--- src/rtl/jtdd_pkg.sv ---
// Shared definitions for the JTDD MCU control block.
// Holds the shared-RAM arbitration state encoding, the bit positions of the
// control register (written by the main CPU) and of the status byte (read by
// the main CPU), plus a helper that assembles the status byte.
package jtdd_pkg;

   // Shared-RAM arbitration states
   typedef enum logic [1:0] {
      ARB_IDLE     = 2'd0,
      ARB_WAIT     = 2'd1,
      ARB_GRANT    = 2'd2,
      ARB_TMO_HALT = 2'd3
   } arb_state_e;

   // Control register bits (main CPU write)
   localparam int CTL_HALT_BIT   = 0;
   localparam int CTL_NMI_BIT    = 1;
   localparam int CTL_TMOCLR_BIT = 7;

   // Status byte bits (main CPU read): {tmo_flag, 4'b0, main_irq, mcu_ban, mcu_halt}
   localparam int ST_HALT_BIT = 0;
   localparam int ST_BAN_BIT  = 1;
   localparam int ST_IRQ_BIT  = 2;
   localparam int ST_TMO_BIT  = 7;

   function automatic logic [7:0] pack_status(input logic tmo, input logic irq,
                                              input logic ban, input logic halt);
      logic [7:0] st;
      st              = 8'h00;
      st[ST_TMO_BIT]  = tmo;
      st[ST_IRQ_BIT]  = irq;
      st[ST_BAN_BIT]  = ban;
      st[ST_HALT_BIT] = halt;
      return st;
   endfunction

endpackage

--- src/rtl/jtdd_pulse.sv ---
// Retriggerable pulse stretcher.
// A one-cycle trig_i starts a pulse on pulse_o at the next clk edge that lasts
// exactly LEN clk cycles. A trigger during an active pulse restarts the count.
// Ports:
//   clk     in  clock
//   rst     in  asynchronous active-high reset (pulse aborted, count 0)
//   trig_i  in  start / restart request
//   pulse_o out stretched pulse
module jtdd_pulse #(
   parameter int LEN = 4   // 1..15
) (
   input  logic clk,
   input  logic rst,
   input  logic trig_i,
   output logic pulse_o
);

   logic [3:0] cnt_q, cnt_d;

   always_comb begin
      cnt_d = cnt_q;
      if (trig_i)
         cnt_d = 4'(LEN);
      else if (cnt_q != 4'd0)
         cnt_d = cnt_q - 4'd1;
   end

   always_ff @(posedge clk or posedge rst) begin
      if (rst)
         cnt_q <= 4'd0;
      else
         cnt_q <= cnt_d;
   end

   assign pulse_o = (cnt_q != 4'd0);

endmodule

--- src/rtl/jtdd_mcu_ctrl.sv ---
// Main CPU <-> MCU control block.
// Provides the main CPU control/status register (MCU halt, MCU NMI trigger,
// timeout flag clear), arbitrates main CPU access to the RAM shared with the
// MCU, and latches the MCU's interrupt request towards the main CPU.
// Ports:
//   clk, rst       clock, asynchronous active-high reset
//   cen            main CPU clock enable (paces the timeout counter and writes)
//   ctl_cs         control/status register select
//   req_cs         raw shared-RAM window select
//   cpu_wrn        write strobe, active-low
//   cpu_dout[7:0]  main CPU write data
//   mcu_ban        MCU currently owns the shared bus
//   mcu_irqmain    MCU interrupt request level
//   irq_ack        main CPU interrupt acknowledge pulse
//   com_cs         gated shared-RAM select towards the MCU block
//   cpu_waitn      main CPU wait, low = stall
//   mcu_halt       MCU halt request
//   mcu_nmi_set    MCU NMI trigger pulse (NMI_LEN clk long)
//   main_irq       latched interrupt to main CPU
//   st_dout[7:0]   status byte, zero unless ctl_cs
//   arb_state      arbitration FSM state (debug observation)
//
// Handshake: req_cs is the main CPU's request; cpu_waitn is the ready. An
// access completes only in a cycle where req_cs=1 and cpu_waitn=1, and only
// then is com_cs driven high. While cpu_waitn=0 the CPU must hold req_cs.
module jtdd_mcu_ctrl
   import jtdd_pkg::*;
#(
   parameter int NMI_LEN = 4,    // 1..15 clk cycles
   parameter int TMO     = 255   // 1..255 cen cycles
) (
   input  logic       clk,
   input  logic       rst,
   input  logic       cen,
   input  logic       ctl_cs,
   input  logic       req_cs,
   input  logic       cpu_wrn,
   input  logic [7:0] cpu_dout,
   input  logic       mcu_ban,
   input  logic       mcu_irqmain,
   input  logic       irq_ack,
   output logic       com_cs,
   output logic       cpu_waitn,
   output logic       mcu_halt,
   output logic       mcu_nmi_set,
   output logic       main_irq,
   output logic [7:0] st_dout,
   output arb_state_e arb_state
);

   arb_state_e state_q, state_d;
   logic [7:0] cnt_q, cnt_d;
   logic       tmo_set;
   logic       com_cs_d, waitn_d;

   logic       halt_q;
   logic       nmi_bit_q;
   logic       tmo_q;
   logic       irq_q;
   logic       irq_hist_q;

   logic       ctl_wr;
   logic       nmi_fire;
   logic       irq_rise;
   logic       unused_dout;

   assign ctl_wr      = ctl_cs & ~cpu_wrn & cen;
   // NMI fires only on a 0->1 change of the written bit, so repeated writes
   // of the same value do not retrigger the MCU.
   assign nmi_fire    = ctl_wr & cpu_dout[CTL_NMI_BIT] & ~nmi_bit_q;
   assign irq_rise    = mcu_irqmain & ~irq_hist_q;
   assign unused_dout = ^cpu_dout[6:2];

   // ---------------- arbitration FSM ----------------
   always_comb begin
      state_d  = state_q;
      cnt_d    = cnt_q;
      tmo_set  = 1'b0;
      com_cs_d = 1'b0;
      waitn_d  = 1'b1;
      unique case (state_q)
         ARB_IDLE: begin
            if (req_cs) begin
               if (mcu_ban) begin
                  // Stall in the very cycle the request appears so the CPU
                  // never sees a one-cycle ready while the MCU holds the bus.
                  waitn_d = 1'b0;
                  state_d = ARB_WAIT;
                  cnt_d   = 8'd0;
               end else begin
                  com_cs_d = 1'b1;
                  state_d  = ARB_GRANT;
               end
            end
         end
         ARB_WAIT: begin
            waitn_d = 1'b0;
            if (!mcu_ban) begin
               state_d = ARB_GRANT;
            end else if (!req_cs) begin
               state_d = ARB_IDLE;
            end else if (cen) begin
               cnt_d = cnt_q + 8'd1;
               if (cnt_d == 8'(TMO)) begin
                  state_d = ARB_TMO_HALT;
                  tmo_set = 1'b1;
               end
            end
         end
         ARB_TMO_HALT: begin
            waitn_d = 1'b0;
            if (!mcu_ban)
               state_d = ARB_GRANT;
         end
         ARB_GRANT: begin
            // The grant stands even if mcu_ban rises now; the MCU block
            // resolves that conflict on its side.
            com_cs_d = req_cs;
            if (!req_cs)
               state_d = ARB_IDLE;
         end
         default: state_d = ARB_IDLE;
      endcase
   end

   always_ff @(posedge clk or posedge rst) begin
      if (rst) begin
         state_q <= ARB_IDLE;
         cnt_q   <= 8'd0;
      end else begin
         state_q <= state_d;
         cnt_q   <= cnt_d;
      end
   end

   // ---------------- control / status registers ----------------
   always_ff @(posedge clk or posedge rst) begin
      if (rst) begin
         halt_q    <= 1'b0;
         nmi_bit_q <= 1'b0;
         tmo_q     <= 1'b0;
      end else begin
         if (ctl_wr) begin
            halt_q    <= cpu_dout[CTL_HALT_BIT];
            nmi_bit_q <= cpu_dout[CTL_NMI_BIT];
         end
         // A fresh timeout wins over a simultaneous clear.
         if (tmo_set)
            tmo_q <= 1'b1;
         else if (ctl_wr && cpu_dout[CTL_TMOCLR_BIT])
            tmo_q <= 1'b0;
      end
   end

   // ---------------- MCU -> main CPU interrupt ----------------
   always_ff @(posedge clk or posedge rst) begin
      if (rst) begin
         irq_hist_q <= 1'b0;
         irq_q      <= 1'b0;
      end else begin
         irq_hist_q <= mcu_irqmain;
         // Set has priority so an edge coinciding with an ack is not lost.
         if (irq_rise)
            irq_q <= 1'b1;
         else if (irq_ack)
            irq_q <= 1'b0;
      end
   end

   jtdd_pulse #(.LEN(NMI_LEN)) u_nmi (
      .clk     (clk),
      .rst     (rst),
      .trig_i  (nmi_fire),
      .pulse_o (mcu_nmi_set)
   );

   // Combinational FSM outputs are forced to their idle values during reset,
   // since IDLE with req_cs & mcu_ban would otherwise stall the CPU.
   assign com_cs    = com_cs_d & ~rst;
   assign cpu_waitn = waitn_d | rst;
   assign mcu_halt  = halt_q | (state_q == ARB_TMO_HALT);
   assign main_irq  = irq_q;
   assign arb_state = state_q;
   assign st_dout   = ctl_cs ? pack_status(tmo_q, irq_q, mcu_ban, mcu_halt) : 8'h00;

endmodule

--- config.mk ---
export PLATFORM = sky130hd
export DESIGN_NAME = jtdd_mcu_ctrl
export DESIGN_NICKNAME = d
export VERILOG_FILES = /design/src/rtl/jtdd_pkg.sv /design/src/rtl/jtdd_pulse.sv /design/src/rtl/jtdd_mcu_ctrl.sv
export SDC_FILE = /design/constraint.sdc
export NUM_CORES = 1
export LEC_CHECK = 0
export BUFFER_PORTS_ARGS = -buffer_cell sky130_fd_sc_hd__buf_2
export CAP_MARGIN = 20
export CORE_MARGIN = 5
export CORE_UTILIZATION = 50
export CTS_CLUSTER_SIZE = 30
export DETAILED_ROUTE_END_ITERATION = 8
export PLACE_DENSITY = 0.78
export SETUP_SLACK_MARGIN = 0.5
export SYNTH_ARGS = -nofsm -noshare
export SYNTH_HDL_FRONTEND = slang
export SYNTH_SLANG_ARGS = --single-unit
--- constraint.sdc ---
create_clock -name clk -period 1.9 [get_ports clk]
set_input_delay 0.38 -clock clk [delete_from_list [all_inputs] [get_ports clk]]
set_output_delay 0.38 -clock clk [all_outputs]
set_load 0.005 [all_outputs]
==> flow_metrics.env <==
export IMPL_status="finished, final reports clean"
export IMPL_place_hpwl_mm=1.72
export IMPL_r2r_cells=5
export IMPL_htreeDepth=1
export IMPL_port_buffers=22
export IMPL_die_area_um2=3230
export IMPL_cts_buffers_inserted=3
export IMPL_arrival_ns=1.32
export IMPL_fin_ws_ns=0.199
export IMPL_grt_pass1_vias=1019
export IMPL_routed_wl_mm=2.94
export IMPL_synth_edf_count=0
export IMPL_drv_slew=0
export IMPL_slowest_stage="dfrtp_1"
export IMPL_r2r_start="cnt_q[0]"
export IMPL_diodes=0
export IMPL_power_density_nw_per_um2=806
export IMPL_end_kind="primary output"
export IMPL_drc=0
export IMPL_post_route_period_util_pct=89.5
export IMPL_cts_tree="done"
export IMPL_worst_clock_skew_ns=0.000962
export IMPL_die_height_um=56.8
export IMPL_max_stage_delay_ns=0.42
export IMPL_synthFlopType="dfrtp_1"
export IMPL_drive_above_1_share_pct=49.7
export IMPL_p_leak_uw=0.000729
export IMPL_grt_pass1_wl_mm=4.51
export IMPL_clock_fmax_mhz=588
export IMPL_ir_drop_v=0.000658
export IMPL_yosysSeqAreaShare_pct=43.4
export IMPL_vias=1083
export IMPL_coreArea_um2=2150
export IMPL_fin_crit_ns=1.70
export IMPL_antenna_found_initial=0
export IMPL_die_w_um=56.8
export IMPL_synthCells=114
export IMPL_routabilityCongestion=0.821
export IMPL_r2r_slack_ns=0.45
export IMPL_wl_per_cell_um=15.6
export IMPL_cpMostUsedCell="inv_2"
export IMPL_ios=32
export IMPL_yosys_warnings=0
export IMPL_max_cap_viol_count=0
export IMPL_final_hold_viol_count=0
export IMPL_fp_row_count=17
export IMPL_final_common_cell="buf_2"
export IMPL_yosys_cell_types_count=33
export IMPL_worstPathMaxFanout=2
export IMPL_synthesis_area_um2=1090
export IMPL_postLayoutCoreUtil_pct=75.0
export IMPL_async_flop_share_pct=100
export IMPL_startpoint_type="flip-flop"
export IMPL_cts_max_path_buffers=2
export IMPL_grt_usage_pct=17.7
export IMPL_cp_data_required_time_ns=1.52
export IMPL_hp_class="in -> async"
export IMPL_worstMarginPinSlew_ns=0.498
export IMPL_post_place_ws_ns=0.366
export IMPL_hold_ws_ns=0.113
export IMPL_root_buffer="clkbuf_4"
export IMPL_clk_pin_slew_ns=0.11
export IMPL_numClockSinks=19
export IMPL_drt_iter0_drc=43
export IMPL_slew_headroom_pct=66.8
export IMPL_viasPerCell=5.73
export IMPL_path_class="reg -> out"
export IMPL_antenna_left=0
export IMPL_drt_first_pass_iters=4
export IMPL_reg2reg_to="arb_state[1]"
export IMPL_synth_area_per_cell_um2=9.60
export IMPL_area_delta_synth_final_pct=47.1
export IMPL_final_cell_mix="buf_2, buf_4, dfrtp_1, buf_6"
export IMPL_grt_max_degree=20
export IMPL_setup_tns_ns=0
export IMPL_nNetsFinal=183
export IMPL_insertion_delay_ns=0.30
export IMPL_path_cells="inv_2 > ha_4 > nor3b_4 > inv_2 > buf_2"
export IMPL_rsz0062_at_grt="yes"
export IMPL_setup_viol=0
export IMPL_globalRoute_totalOverflow=0
export IMPL_ys_seq_elements=19
export IMPL_initial_utilization_pct=51.0
-- routing by layer --
layer  up-vias  track usage (%)  part of all wire (%)
li1        504                -                     -
met1       511             20.4                    40
met2        53             31.0                    50
met3        15             2.53                   5.8
met4         0             9.93                   4.0
met5         -                0                     0
-- flip-flops by register name, indices dropped and copies added, names as in the netlist --
name and cells:
nmi_bit_q 1, irq_hist_q 1, main_irq 1, halt_q 1, u_nmi.cnt_q 4, cnt_q 8
tmo_q 1, arb_state 2
-- where the power goes --
part,internal [µW],switching (µW)
registers,469,63.6
logic,318,230
clock network,80.3,135
total,868,429
-- cell families after synthesis --
logic type	Yosys count	synth area share (%)
buffers and inverters	15	6.86
other	1	0.343
AOI/OAI and AO/OA	26	15.5
adders and majority gates	4	4.57
DFF	19	43.4
and+or+nand+nor	41	22.3
xor gates and xnor gates	5	4.00
muxes	3	2.97
-- layout make-up --
class | count | area [µm²]
multi-input combinational | 83 | 683
fill | 151 | 538
sequential | 19 | 482
timing repair buffer | 47 | 350
tap | 28 | 35.0
inverter | 8 | 30.0
clock buffer | 3 | 22.5
clock inverter | 1 | 7.51
-- metrics by stage --
step	instances	total power [µW]	instance area [µm²]
2_1_floorplan	117	735	1110
3_5_place_dp	163	823	1230
3_3_place_gp	163	803	1230
4_1_cts	180	1170	1430
6_report	189	1300	1610
5_1_grt	189	1380	1610
-- worst max-delay path by stage --
| stage | from | to | depth (start not counted) |
|---|---|---|---|
| 3_3_place_gp | u_nmi.cnt_q[0] | mcu_nmi_set | 5 |
| 2_1_floorplan | rst | cpu_waitn | 2 |
| 6_report | u_nmi.cnt_q[1] | mcu_nmi_set | 5 |
| 4_1_cts | u_nmi.cnt_q[0] | mcu_nmi_set | 5 |
| 5_1_grt | u_nmi.cnt_q[1] | mcu_nmi_set | 5 |
| 3_5_place_dp | u_nmi.cnt_q[0] | mcu_nmi_set | 5 |
-- cell usage after synthesis (2+ instances only) --
cell type / number / area share [%]
a21o_1: 2 / 1.4
a31oi_1: 7 / 4.0
and2_1: 6 / 3.4
and3_2: 2 / 1.4
and3b_1: 2 / 1.6
buf_2: 3 / 1.4
buf_4: 4 / 2.7
dfrtp_1: 19 / 43
ha_1: 4 / 4.6
inv_1: 8 / 2.7
mux2_2: 2 / 2.1
nand2_1: 3 / 1.0
nand3_1: 9 / 4.1
nand3b_1: 4 / 2.7
nand4_1: 2 / 1.1
nor2_1: 4 / 1.4
nor2b_1: 3 / 1.7
nor3_1: 2 / 0.91
nor3b_1: 2 / 1.4
o211ai_1: 2 / 1.4
o21ai_0: 8 / 3.7
o41ai_1: 2 / 1.6
xnor2_1: 3 / 2.4
xor2_1: 2 / 1.6
-- worst max-delay path, delay by kind of cell, from the launching register on --
kind                     cells  cell delay, ns
AND/OR/NAND/NOR              1            0.20
flip-flops                   1            0.42
adder cells (fa/ha/maj)      1            0.12
buffers and inverters        3            0.27
-- what timing repair did --
action,CTS,global route
endpoints found under the setup margin,7,15
hold buffers,0,0
pin swaps,5,5
setup buffers,13,9
resized for setup,17,29
(Power assumes the default switching activity.)
